## src/rtl/seq_mult_pkg.sv

```systemverilog
// Shared types and sizing helpers for the sequential shift-and-add multiplier.
package seq_mult_pkg;

    typedef enum logic [1:0] {
        IDLE = 2'd0,
        CALC = 2'd1,
        DONE = 2'd2
    } state_t;

    // Step counter must hold the value WIDTH itself, hence the extra bit.
    function automatic int cnt_width(input int width);
        return $clog2(width) + 1;
    endfunction

endpackage

```

## src/rtl/adder_nbit.sv

```systemverilog
// Parametrised ripple-carry adder used for the multiplier accumulate step.
module adder_nbit #(
    parameter int N = 8
) (
    input  logic [N-1:0] a,
    input  logic [N-1:0] b,
    input  logic         cin,
    output logic [N-1:0] sum,
    output logic         cout
);

    logic [N:0] carry_s;

    // Bit-serial carry propagation from LSB to MSB.
    always_comb begin
        carry_s[0] = cin;
        for (int i = 0; i < N; i++) begin
            sum[i]         = a[i] ^ b[i] ^ carry_s[i];
            carry_s[i + 1] = (a[i] & b[i]) | (a[i] & carry_s[i]) | (b[i] & carry_s[i]);
        end
    end

    assign cout = carry_s[N];

endmodule

```

## src/rtl/seq_multiplier.sv

```systemverilog
// Sequential signed/unsigned multiplier: magnitudes are multiplied one bit per
// cycle with a right-shifting product register, then the sign is re-applied.
module seq_multiplier
    import seq_mult_pkg::*;
#(
    parameter int WIDTH = 4
) (
    input  logic               clk,
    input  logic               rst_n,
    input  logic               in_valid,
    output logic               in_ready,
    input  logic [WIDTH-1:0]   a,
    input  logic [WIDTH-1:0]   b,
    input  logic               signed_mode,
    output logic               out_valid,
    input  logic               out_ready,
    output logic [2*WIDTH-1:0] y
);

    localparam int PW = 2 * WIDTH;
    localparam int CW = cnt_width(WIDTH);
    localparam logic [CW-1:0]    CNT_ONE  = CW'(1);
    localparam logic [CW-1:0]    CNT_LOAD = CW'(WIDTH);
    localparam logic [WIDTH-1:0] ONE_W    = {{(WIDTH-1){1'b0}}, 1'b1};
    localparam logic [PW-1:0]    ONE_P    = {{(PW-1){1'b0}}, 1'b1};

    function automatic logic [WIDTH-1:0] negate_w(input logic [WIDTH-1:0] v);
        return ~v + ONE_W;
    endfunction

    function automatic logic [PW-1:0] negate_p(input logic [PW-1:0] v);
        return ~v + ONE_P;
    endfunction

    state_t            state_r;
    state_t            state_next_s;
    logic [WIDTH-1:0]  mag_a_r;
    logic [PW-1:0]     prod_r;
    logic              neg_r;
    logic [CW-1:0]     cnt_r;
    logic [PW-1:0]     y_r;

    logic              accept_s;
    logic              last_step_s;
    logic [WIDTH-1:0]  a_mag_s;
    logic [WIDTH-1:0]  b_mag_s;
    logic [PW-1:0]     addend_s;
    logic [PW-1:0]     sum_s;
    logic              carry_s;
    logic [PW-1:0]     prod_step_s;
    logic              shifted_out_unused_s;

    assign accept_s    = (state_r == IDLE) && in_valid;
    assign last_step_s = (cnt_r == CNT_ONE);

    // Operand magnitudes; the most negative value maps onto its unsigned twin.
    always_comb begin
        if (signed_mode && a[WIDTH-1]) begin
            a_mag_s = negate_w(a);
        end else begin
            a_mag_s = a;
        end
        if (signed_mode && b[WIDTH-1]) begin
            b_mag_s = negate_w(b);
        end else begin
            b_mag_s = b;
        end
    end

    // The multiplier magnitude lives in the low half of prod_r; its LSB picks the addend.
    always_comb begin
        if (prod_r[0]) begin
            addend_s = {mag_a_r, {WIDTH{1'b0}}};
        end else begin
            addend_s = {PW{1'b0}};
        end
    end

    adder_nbit #(
        .N(PW)
    ) u_acc (
        .a    (prod_r),
        .b    (addend_s),
        .cin  (1'b0),
        .sum  (sum_s),
        .cout (carry_s)
    );

    // The carry re-enters at the top; bit 0 is the multiplier bit just consumed.
    assign prod_step_s          = {carry_s, sum_s[PW-1:1]};
    assign shifted_out_unused_s = sum_s[0];

    // State register.
    always_ff @(posedge clk) begin
        if (!rst_n) begin
            state_r <= IDLE;
        end else begin
            state_r <= state_next_s;
        end
    end

    // Next-state logic.
    always_comb begin
        state_next_s = state_r;
        case (state_r)
            IDLE: begin
                if (in_valid) begin
                    state_next_s = CALC;
                end else begin
                    state_next_s = IDLE;
                end
            end
            CALC: begin
                if (last_step_s) begin
                    state_next_s = DONE;
                end else begin
                    state_next_s = CALC;
                end
            end
            DONE: begin
                if (out_ready) begin
                    state_next_s = IDLE;
                end else begin
                    state_next_s = DONE;
                end
            end
            default: begin
                state_next_s = IDLE;
            end
        endcase
    end

    // Operand capture, shift-and-add iteration and result load.
    always_ff @(posedge clk) begin
        if (!rst_n) begin
            mag_a_r <= {WIDTH{1'b0}};
            prod_r  <= {PW{1'b0}};
            neg_r   <= 1'b0;
            cnt_r   <= {CW{1'b0}};
            y_r     <= {PW{1'b0}};
        end else if (accept_s) begin
            mag_a_r <= a_mag_s;
            prod_r  <= {{WIDTH{1'b0}}, b_mag_s};
            neg_r   <= signed_mode & (a[WIDTH-1] ^ b[WIDTH-1]);
            cnt_r   <= CNT_LOAD;
        end else if (state_r == CALC) begin
            prod_r <= prod_step_s;
            cnt_r  <= cnt_r - CNT_ONE;
            if (last_step_s) begin
                y_r <= neg_r ? negate_p(prod_step_s) : prod_step_s;
            end else begin
                y_r <= y_r;
            end
        end else begin
            prod_r <= prod_r;
            cnt_r  <= cnt_r;
        end
    end

    assign in_ready  = (state_r == IDLE);
    assign out_valid = (state_r == DONE);
    assign y         = y_r;

endmodule

```

## config.mk

```make
export PLATFORM = sky130hd
export DESIGN_NAME = seq_multiplier
export DESIGN_NICKNAME = d
export VERILOG_FILES = /design/src/rtl/seq_mult_pkg.sv /design/src/rtl/adder_nbit.sv /design/src/rtl/seq_multiplier.sv
export SDC_FILE = /design/constraint.sdc
export NUM_CORES = 1
export LEC_CHECK = 0
export CELL_PAD_IN_SITES_DETAIL_PLACEMENT = 0
export CELL_PAD_IN_SITES_GLOBAL_PLACEMENT = 1
export CORE_ASPECT_RATIO = 0.7
export CORE_MARGIN = 8
export CORE_UTILIZATION = 49
export CTS_BUF_LIST = sky130_fd_sc_hd__clkbuf_4 sky130_fd_sc_hd__clkbuf_8
export DETAILED_ROUTE_END_ITERATION = 8
export DONT_BUFFER_PORTS = 1
export PLACE_DENSITY = 0.78
export SYNTH_ARGS = -nofsm -noshare
export SYNTH_HDL_FRONTEND = slang
export SYNTH_HIERARCHICAL = 1
export SYNTH_SLANG_ARGS = --single-unit
```

## constraint.sdc

```tcl
create_clock -name clk -period 3.17 [get_ports clk]
set_input_delay 0.634 -clock clk [delete_from_list [all_inputs] [get_ports clk]]
set_output_delay 0.634 -clock clk [all_outputs]
set_load 0.01 [all_outputs]
```

==> Word-level counts from Yosys, hierarchy flattened <==
Cells that the tools add are included.
{ "word_totals": {"output_inout_bits": 10, "input_bits": 13, "register_bits": 26} }
{ "op_classes": {"n_eq_ne": 3, "reduce_logical": 7, "n_mux": 12, "n_bitwise": 57, "add_sub_neg": 4} }
{ "op_table": {"columns": ["operator", "n"], "rows": [
  ["$and 1x1->1", 23],
  ["$mux 4", 4],
  ["$mux 8", 2],
  ["$xor 1x1->1", 15],
  ["$or 1x1->1", 14],
  ["$add 4x1->4 const B", 2],
  ["$add 8x1->8 const B", 1],
  ["$not 4->4", 2],
  ["$not 8->8", 1],
  ["$mux 3", 2],
  ["$pmux 2 s3", 1],
  ["$mux 2", 2],
  ["$eq 3x1->1 const B", 1],
  ["$logic_and 1x1->1", 3],
  ["$reduce_and 3->1", 1],
  ["$sub 3x1->3 const B", 1],
  ["$eq 2x1->1 const B", 1],
  ["$eq 2x2->1 const B", 1],
  ["$logic_not 2->1", 1],
  ["$not 1->1", 2],
  ["$reduce_bool 2->1", 1],
  ["$reduce_or 2->1", 1],
  ["$mux 1", 1]
]} }

==> Depth between registers and ports, before layout <==
Gate-level depths: netlist (run 1).
{ "logic_depth": {"word_depth": 26, "depth_mapped": 15, "depth_no_buf": 15} }

==> By module <==
The synthesis (run 1) kept the hierarchy.
{ "modules_own_cells": {"columns": ["mod", "seq_area_each_um2", "cells_each", "n_inst", "area_per_inst_um2"], "rows": [
  ["seq_multiplier", 520.5, 156, 1, 1306.3],
  ["adder_nbit", 0.0, 18, 1, 197.7]
]} }

==> Least setup slack after synthesis (run 1) <==
Ideal clock, no wire load.
{ "synth_timing": {"kind": "flip-flop to flip-flop", "from": "register prod_r[0]", "to": "register y_r[7], in the netlist y[7]", "stages_incl_launch_ff": 9, "path_slack_ps": 320, "required_ps": 3049, "arrival_ps": 2729, "path_cell_list": "dfxtp_1 > and2_1 > fa_1 > fa_1 > fa_1 > or4_4 > o41ai_4 > xor2_1 > a21oi_1"} }
{ "synth_lines": {"columns": ["element", "line", "text"], "rows": [
  ["start: declaration", "seq_multiplier.sv:38", "logic [PW-1:0] prod_r;"],
  ["start signal: assignment", "seq_multiplier.sv:137", "prod_r <= {PW{1'b0}};"],
  ["start signal: assignment", "seq_multiplier.sv:143", "prod_r <= {{WIDTH{1'b0}}, b_mag_s};"],
  ["start signal: assignment", "seq_multiplier.sv:147", "prod_r <= prod_step_s;"],
  ["$mux 8 (*)", "seq_multiplier.sv:72", "if (prod_r[0]) begin"],
  ["named net addend_s[4]", "seq_multiplier.sv:47", "logic [PW-1:0] addend_s;"],
  ["$and 1x1->1", "adder_nbit.sv:19", "carry_s[i + 1] = (a[i] & b[i]) | (a[i] & carry_s[i]) | (b[i] & carry_s[i]);"],
  ["$or 1x1->1", "adder_nbit.sv:19", null],
  ["$or 1x1->1 (*)", "adder_nbit.sv:19", null],
  ["$and 1x1->1", "adder_nbit.sv:19", null],
  ["$or 1x1->1", "adder_nbit.sv:19", null],
  ["$or 1x1->1 (*)", "adder_nbit.sv:19", null],
  ["$xor 1x1->1 (*)", "adder_nbit.sv:18", "sum[i] = a[i] ^ b[i] ^ carry_s[i];"],
  ["named net sum_s[6]", "seq_multiplier.sv:48", "logic [PW-1:0] sum_s;"],
  ["$not 8->8 (*)", "seq_multiplier.sv:32", "return ~v + ONE_P;"],
  ["$add 8x1->8 (*)", "seq_multiplier.sv:32", null],
  ["$mux 8 (*)", "seq_multiplier.sv:150", "y_r <= neg_r ? negate_p(prod_step_s) : prod_step_s;"],
  ["end signal: assignment", "seq_multiplier.sv:140", "y_r <= {PW{1'b0}};"],
  ["end signal: assignment", "seq_multiplier.sv:150", null],
  ["end signal: assignment", "seq_multiplier.sv:152", "y_r <= y_r;"],
  ["end: declaration", "seq_multiplier.sv:41", "logic [PW-1:0] y_r;"]
]} }
The timed path passes the listed nets; every way through them passes the cells marked *.
A chain may end at the register's enable or synchronous reset.

==> Worst setup path in the final report (run 1) <==
Same ends and word-level chain as after synthesis.

==> results of run 1 <==
[cell type report]
class,instances,area [um2]
clock buffers,4,55.05
fillers,274,1271
inverters,18,67.56
multi-input cells,126,895.9
flip-flops and latches,26,520.5
well taps,36,45.04
repair buffers,1,7.507
[stage by stage]
stage                     area (um2)  util (%)  total power, mW  hold slack [ns]  setup slack (ns)
final                           1592     55.59           0.7395           0.4625            0.2008
after global routing            1592     55.59           0.7857           0.4717           0.03663
after CTS                       1592     55.59           0.7486           0.4673            0.1855
after detailed placement        1536     53.67           0.5361           0.4549            0.1878
after global placement          1536     53.67           0.5312           0.4466            0.2336
after floorplan                 1515         -           0.5041           0.4363            0.3199
[metal layers]
layer,GRT usage [%],vias up,wire (um)
met4,1.965,0,12
met5,0,-,0
met2,18.98,19,1397
met3,4.454,2,152
li1,-,572,-
met1,16.60,509,1459
[path summary, 6_finish.rpt]
kind,cells after the start,slack (ns),endpoint,startpoint
worst max register to register,8,0.20,y[7],prod_r[0]
worst min-delay path,2,0.46,prod_r[7],prod_r[7]
worst max-delay path,8,0.20,y[7],prod_r[0]
worst min register to register,2,0.46,prod_r[7],prod_r[7]
[worst min-delay path, cell delays in order, from the launching register on]
cell and delay, ns:
dfxtp_1 0.32, nand2_1 0.05, a21oi_1 0.05
[report_power, final]
part	internal [mW]	total, mW	switching, mW	leakage [nW]
combinational	0.0688	0.167	0.0979	0.427
sequential	0.345	0.362	0.0163	0.212
clock	0.111	0.211	0.100	0.0288
[placed cells by master (no fill, tap or decap), drive strengths merged, types with 7 or more instances in the layout]
| cell type | n |
|---|---|
| dfxtp | 26 |
| nand2 | 24 |
| inv | 18 |
| o21ai | 12 |
| a21oi | 11 |
| fa | 8 |
| nand3 | 7 |
| a21boi | 7 |
| xor2 | 7 |
[sequential cells by signal (all words and copies together) (netlist names)]
name     count
cnt_r        3
mag_a_r      4
neg_r        1
prod_r       8
state_r      2
y            8
==> impl_metrics.csv, run 1 <==
group,metric,value,unit
clock_tree,cts_buffers,3,
timing,relSlewSlack,62.08,%
clock_tree,holdBufCountCts,0,
timing,hold_violations,0,
power,leakage,0.6675,nW
timing,timing.final.crit_share,93.67,%
synthesis,synthCells,173,
clock_tree,cts_htree_levels,1,
floorplan,initial_core_util,52.40,%
timing,rsz0062_at_grt,"false",
route,ant_nets,0,
timing,worst_slew_pin_slew,0.5681,ns
floorplan,die-area,0.005117,mm2
route,drtIter0Drc,62,
finish,drive_gt1_share,5.143,%
hold_path,hp-class,"register to register",
floorplan,die_h,62.30,um
global_routing,grt.total_usage,12.48,%
finish,nNetsFinal,202,
critical_path,cp_num_buf_inv,0,
clock_tree,postCtsResizedCells,0,
route,totalWireLength,3021,um
finish,synthToLayoutAreaGrowth,6.089,%
global_routing,grt_pass1_wl,5106,um
placed_design,hpwl,2413,um
clock_tree,clock_latency,0.27,ns
clock_tree,cts.clk_slew.worst_paths,0.09,ns
timing,max_freq,0.3368,GHz
placed_design,gp_congestion,0.8197,
critical_path,cp-end-kind,"register",
floorplan,die_w,82.14,um
global_routing,antenna_found_initial,0,
critical_path,start_kind,"register",
route,vias,1102,
critical_path,worstPathCellList,"and2_1 > fa_1 > fa_1 > fa_1 > or4_4 > o41ai_4 > xor2_1 > a21oi_1",
global_routing,first_global_vias,1076,
synthesis,yosys_warnings,6,
critical_path,worstPathArrival,3.11,ns
synthesis,netlist_area,0.001500,mm2
clock_tree,cts_sinks,26,
route,drtPass1Iterations,4,
power,p_per_area,464.7,mW/mm2
global_routing,grt_max_degree,22,
timing,finalSetupViolCount,0,
timing,fin_setup_tns,0,ns
clock_tree,clock_path_buffers,2,
timing,period_needed,2.969,ns
clock_tree,post_cts_buffers,0,
job,maxCapViolations,0,
critical_path,critPathKind,"register to register",
status,status,"finished, final reports clean",
critical_path,cp_max_fo,6,
critical_path,path_common_cell,"fa_1",
critical_path,crit_family,"adder cells",
floorplan,num_rows,16,
clock_tree,ctsRootBufferMaster,"clkbuf_8",
critical_path,cp_slowest_cell,"or4_4",
floorplan,io_pins,23,
power,vdd.ir_drop.worst,0.3088,mV
finish,layoutNonFillerInstCount,211,
route,wl_per_cell,14.32,um
timing,slew_viol_final,0,
route,viasPerCell,5.223,
placed_design,dp_cells,207,
timing,final.setup_skew,0.004478,ns
floorplan,coreArea,0.002863,mm2
finish,n_antenna_cell,0,
placed_design,port_buffers,0,
critical_path,cpPeakStageDelay,0.55,ns
route,remaining_drc_errors,0,
synthesis,postSynthAreaPerCell,8.672,um2
clock_tree,cts_tree,"done",
critical_path,worstPathRequired,3.31,ns
global_routing,gr-total-overflow,0,
Power figures use the tool's default switching activity.
==> run 2: changes to the inputs <==
--- a/config.mk
+++ b/config.mk
@@ -13,7 +13,8 @@
 export CTS_BUF_LIST = sky130_fd_sc_hd__clkbuf_4 sky130_fd_sc_hd__clkbuf_8
 export DETAILED_ROUTE_END_ITERATION = 8
 export DONT_BUFFER_PORTS = 1
-export PLACE_DENSITY = 0.78
+export MAX_ROUTING_LAYER = met4
+export PLACE_DENSITY = 0.92
 export SYNTH_ARGS = -nofsm -noshare
 export SYNTH_HDL_FRONTEND = slang
 export SYNTH_HIERARCHICAL = 1
==> impl_metrics.csv, run 2 (synthesis results as in run 1) <==
group,metric,value,unit
critical_path,endpoint,"y[7]",
finish,drive_gt1_share,5.143,%
floorplan,die_w,82.14,um
power,pwr-share-seq,48.5,%
placed_design,dpl-instance-area,0.001536,mm2
timing,max_freq,0.3373,GHz
global_routing,first_global_vias,1081,
power,vdd.ir_drop.worst,0.2457,mV
finish,n_antenna_cell,0,
floorplan,die-area,0.005117,mm2
critical_path,cp-end-kind,"register",
power,p_per_area,468.6,mW/mm2
clock_tree,cts.clk_slew.worst_paths,0.09,ns
timing,worst_slew_pin_slew,0.5666,ns
route,vias,1117,
timing,finalSetupViolCount,0,
finish,fin_util,55.59,%
floorplan,initial_core_util,52.40,%
power,power_frac_clock,29.3,%
clock_tree,cts_buffers,3,
clock_tree,post_cts_buffers,0,
critical_path,cpPeakStageDelay,0.55,ns
finish,seqCellArea,520.5,um2
global_routing,top_usage_layer,"met2",
job,maxCapViolations,0,
critical_path,worstPathCellList,"and2_1 > fa_1 > fa_1 > fa_1 > or4_4 > o41ai_4 > xor2_1 > a21oi_1",
timing,final.setup_skew,0.008932,ns
finish,layout_common_cells,"dfxtp_1 (26), nand2_1 (24), inv_1 (18)",
critical_path,crit_family,"adder cells",
finish,final_common_cell,"dfxtp_1",
clock_tree,clock_latency,0.28,ns
critical_path,worstPathArrival,3.12,ns
critical_path,r2r-start,"prod_r[0]",
global_routing,antenna_found_initial,0,
global_routing,grt_max_degree,22,
timing,hold_violations,0,
status,status,"finished, final reports clean",
timing,period_needed,2.965,ns
timing,fin_setup_tns,0,ns
finish,nNetsFinal,202,
route,wl_per_cell,14.16,um
global_routing,gr-total-overflow,0,
critical_path,path_common_cell,"fa_1",
floorplan,num_rows,16,
route,viasPerCell,5.294,
route,drtPass1Iterations,4,
critical_path,r2r_end,"y[7]",
clock_tree,cts_tree,"done",
floorplan,io_pins,23,
critical_path,rrSetupSlack,0.21,ns
global_routing,grt_pass1_wl,4981,um
timing,timing.final.crit_share,93.52,%
route,remaining_drc_errors,0,
finish,synthToLayoutAreaGrowth,6.089,%
global_routing,grt_util_met3,3.879,%
power,p_sw_share,29.56,%
clock_tree,cts_htree_levels,1,
clock_tree,clock_path_buffers,2,
clock_tree,ctsRootBufferMaster,"clkbuf_8",
critical_path,critPathKind,"register to register",
hold_path,hp-class,"register to register",
route,ant_nets,0,
power,total_power,0.7458,mW
global_routing,use_met2,19.17,%
critical_path,startpoint,"prod_r[0]",
floorplan,coreArea,0.002863,mm2
critical_path,cp_max_fo,6,
placed_design,hpwl,2375,um
critical_path,start_kind,"register",
power,comb_power_share,22.2,%
power,p_int,0.5253,mW
finish,design_area,0.001592,mm2
power,p_switching,0.2205,mW
finish,multiInputGateArea,895.9,um2
critical_path,cp_num_buf_inv,0,
clock_tree,holdBufCountCts,0,
global_routing,grtUsageMet1,15.81,%
route,totalWireLength,2988,um
power,leakage,0.6675,nW
timing,rsz0062_at_grt,"false",
finish,fillCellCount,278,
timing,relSlewSlack,62.19,%
clock_tree,cts_sinks,26,
route,drtIter0Drc,71,
floorplan,die_h,62.30,um
placed_design,gp_congestion,0.8597,
critical_path,cp_slowest_cell,"or4_4",
critical_path,critical_path_depth,8,
global_routing,grt.total_usage,12.55,%
placed_design,port_buffers,0,
critical_path,worstPathRequired,3.32,ns
critical_path,rr_worst_depth,8,
timing,slew_viol_final,0,
clock_tree,postCtsResizedCells,0,
run 2: cell counts in the layout (fill, tap and decap cells not counted):
Identical to the previous run, type by type.
run 2: final cells by class:
| class | instances | area share [%] |
|---|---|---|
| multi-input cells | 126 | 56.29 |
| flip-flops and latches | 26 | 32.70 |
| inverters | 18 | 4.245 |
| clock buffers | 4 | 3.459 |
| well taps | 36 | 2.830 |
| repair buffers | 1 | 0.4717 |
run 2: stage by stage:
stage | worst slack [ns] | cells | hold slack, ns
2_1_floorplan | 0.3199 | 177 | 0.4363
3_3_place_gp | 0.2421 | 207 | 0.4458
3_5_place_dp | 0.2008 | 207 | 0.4529
4_1_cts | 0.2045 | 211 | 0.4649
5_1_grt | 0.09251 | 211 | 0.4644
6_report | 0.2053 | 211 | 0.4606
run 2: per-layer routing:
| metal | share of wire (%) | up-vias |
|---|---|---|
| li1 | - | 572 |
| met3 | 4.3 | 3 |
| met5 | 0 | - |
| met1 | 48 | 530 |
| met2 | 47 | 12 |
| met4 | 0.64 | 0 |
run 2: how the worst min path moves through the flow:
stage	cells after the start	slack, ns	startpoint	end
after global routing	1	0.46	rst_n	y[2]
after detailed placement	2	0.45	mag_a_r[0]	mag_a_r[0]
final	2	0.46	mag_a_r[0]	mag_a_r[0]
after CTS	2	0.46	mag_a_r[0]	mag_a_r[0]
after floorplan	2	0.44	prod_r[7]	prod_r[7]
after global placement	2	0.45	prod_r[7]	prod_r[7]
run 2: worst register-to-register path: stages (launching register included):
cell,delay [ns]
dfxtp_1,0.35
and2_1,0.18
fa_1,0.41
fa_1,0.39
fa_1,0.49
or4_4,0.55
o41ai_4,0.23
xor2_1,0.17
a21oi_1,0.08
run 2: power groups by stage:
stage | combinational, mW | clock, mW | sequential, mW
2_1_floorplan | 0.140 | 0 | 0.364
4_1_cts | 0.165 | 0.223 | 0.362
3_3_place_gp | 0.160 | 0 | 0.368
6_report | 0.166 | 0.218 | 0.362
3_5_place_dp | 0.164 | 0 | 0.370
5_1_grt | 0.187 | 0.238 | 0.364
==> run 3: changes to the inputs <==
--- a/config.mk
+++ b/config.mk
@@ -13,6 +13,7 @@
 export CTS_BUF_LIST = sky130_fd_sc_hd__clkbuf_4 sky130_fd_sc_hd__clkbuf_8
 export DETAILED_ROUTE_END_ITERATION = 8
 export DONT_BUFFER_PORTS = 1
+export HOLD_SLACK_MARGIN = 0.1
 export MAX_ROUTING_LAYER = met4
 export PLACE_DENSITY = 0.92
 export SYNTH_ARGS = -nofsm -noshare
==> results of run 3 <==
The final DEF is identical to that of run 2; final timing and power are the same.
==> RTL edit (settings of run 1) <==
`WIDTH`: 4 -> 5.
--- a/src/rtl/seq_multiplier.sv
+++ b/src/rtl/seq_multiplier.sv
@@ -4,5 +4,5 @@
     import seq_mult_pkg::*;
 #(
-    parameter int WIDTH = 4
+    parameter int WIDTH = 5
 ) (
     input  logic               clk,
Interface: changed (resized a, b and y); port bits go from 23 to 27. The function was not compared with the original's and may differ.
==> RTL edit against run 1 <==
Routed wire length increased by 32%; synthesized cell count grew 24%; worst setup slack worse by 0.077 ns; sequential share of layout area shrank 1.0 points; worst hold slack got worse by 0.010 ns; via count grew 28%; sequential cell count grew 6; combinational power up 49%; cell area increased by 27%; synthesized area rose by 23%; total power is 40% higher; first-iteration DRC count rose by 16%; critical path type unchanged.
==> RTL edit: results (changes against run 1) <==
----------------------------------------------------
[Status]
  Run status ... completed

[Critical path]
  Length in cells of the worst reg-to-reg path ... 12 (+4)
  Reg-to-reg startpoint ... mag_a_r[0]$_SDFFE_PN0P_
  Cell with the biggest individual delay on the critical path ... sky130_fd_sc_hd__fa_1
  Capture instance of the worst register-to-register path ... y[9]$_SDFFE_PN0P_
  Reg-to-reg setup timing slack ... 0.12 ns (-0.08 ns)

[Global routing]
  GR met3 Demand/Resource ... 4.85% (+0.39 points)
  Largest net degree at the start of global routing ... 21 (-4.5%)
  Wire length of the first global-routing pass ... 6500 um (+27%)
  Vias in the first global route ... 1372 (+28%)

[Route]
  Routed wirelength normalized by instance count ... 14.7 um (+3.0%)
  Via density per instance ... 5.21 (-0.17%)
  Wire length on met3 ... 262 um (+72%)
  Detailed route wirelength on metal2 ... 1870 um (+34%)
  First-iteration detailed-routing DRC count ... 72 (+16%)

[Final layout]
  Fraction of final layout cells with drive strength greater than 1 ... 9.95% (+4.8 points)
  Count of clock-net buffers in the final layout ... 6 (+2)
  Non-clock buffers ... 4 (+3)
  Storage cell area ... 641 um^2 (+23%)
  Register fraction of the total cell area ... 31.7% (-1.0 points)
  Non-clock buffer share of cell area ... 1.48% (+1.0 points)
  Fraction of area in multi-input gates ... 55.0% (-1.2 points)

[Yosys]
  Gate Count Post-Synth ... 214 (+24%)

[STA]
  Hold slack final ... 0.452 ns (-0.0103 ns)
  Actual slew at the worst max-slew pin ... 1.07 ns (+0.499 ns)
  Worst clock skew ... 0.00709 ns (+0.00261 ns)

[Min path]
  Sink of the worst hold path ... mag_a_r[4]$_SDFFE_PN0P_
  Min-Delay Startpoint ... mag_a_r[4]$_SDFFE_PN0P_

[Placed design]
  Total placed instance area ... 1910 um^2 (+24%)
  Routability Congestion ... 0.778 (-5.1%)
  Hpwl dp ... 3120 um (+29%)

[Pwr]
  Combinational cell power ... 248 uW (+49%)
  Pleak ... 0.000784 uW (+17%)
  Fraction of power spent switching nets ... 31.6% (+2.7 points)
  Total clock network power ... 330 uW (+56%)
  Clock power frac ... 31.8% (+3.3 points)

[Floorplan]
  Core footprint ... 3560 um^2 (+24%)

[Clocking]
  Clock buffer count from CTS ... 5 (+2)
  Post-CTS resize count ... 2 (+2)

----------------------------------------------------
[RTL edit: worst max path at each step]
| stage | to | start | slack, ns | cells after the start |
|---|---|---|---|---|
| final | y[9]$_SDFFE_PN0P_ | mag_a_r[0]$_SDFFE_PN0P_ | 0.12 | 12 |
| after global routing | y[9]$_SDFFE_PN0P_ | mag_a_r[0]$_SDFFE_PN0P_ | 0.01 | 12 |
| after CTS | y[9]$_SDFFE_PN0P_ | mag_a_r[0]$_SDFFE_PN0P_ | 0.03 | 12 |
| after detailed placement | y[9]$_SDFFE_PN0P_ | mag_a_r[0]$_SDFFE_PN0P_ | -0.04 | 12 |
| after global placement | y[9]$_SDFFE_PN0P_ | mag_a_r[0]$_SDFFE_PN0P_ | 0.04 | 12 |
| after floorplan | y[9]$_SDFFE_PN0P_ | prod_r[0]$_SDFFE_PN0P_ | 0.06 | 12 |
[RTL edit: tightest hold or removal path: cells and delay by family (launching register included)]
family	cells	cell delay, ns
DFF	1	0.31
and+or+nand+nor	1	0.05
AOI/OAI and AO/OA	1	0.05
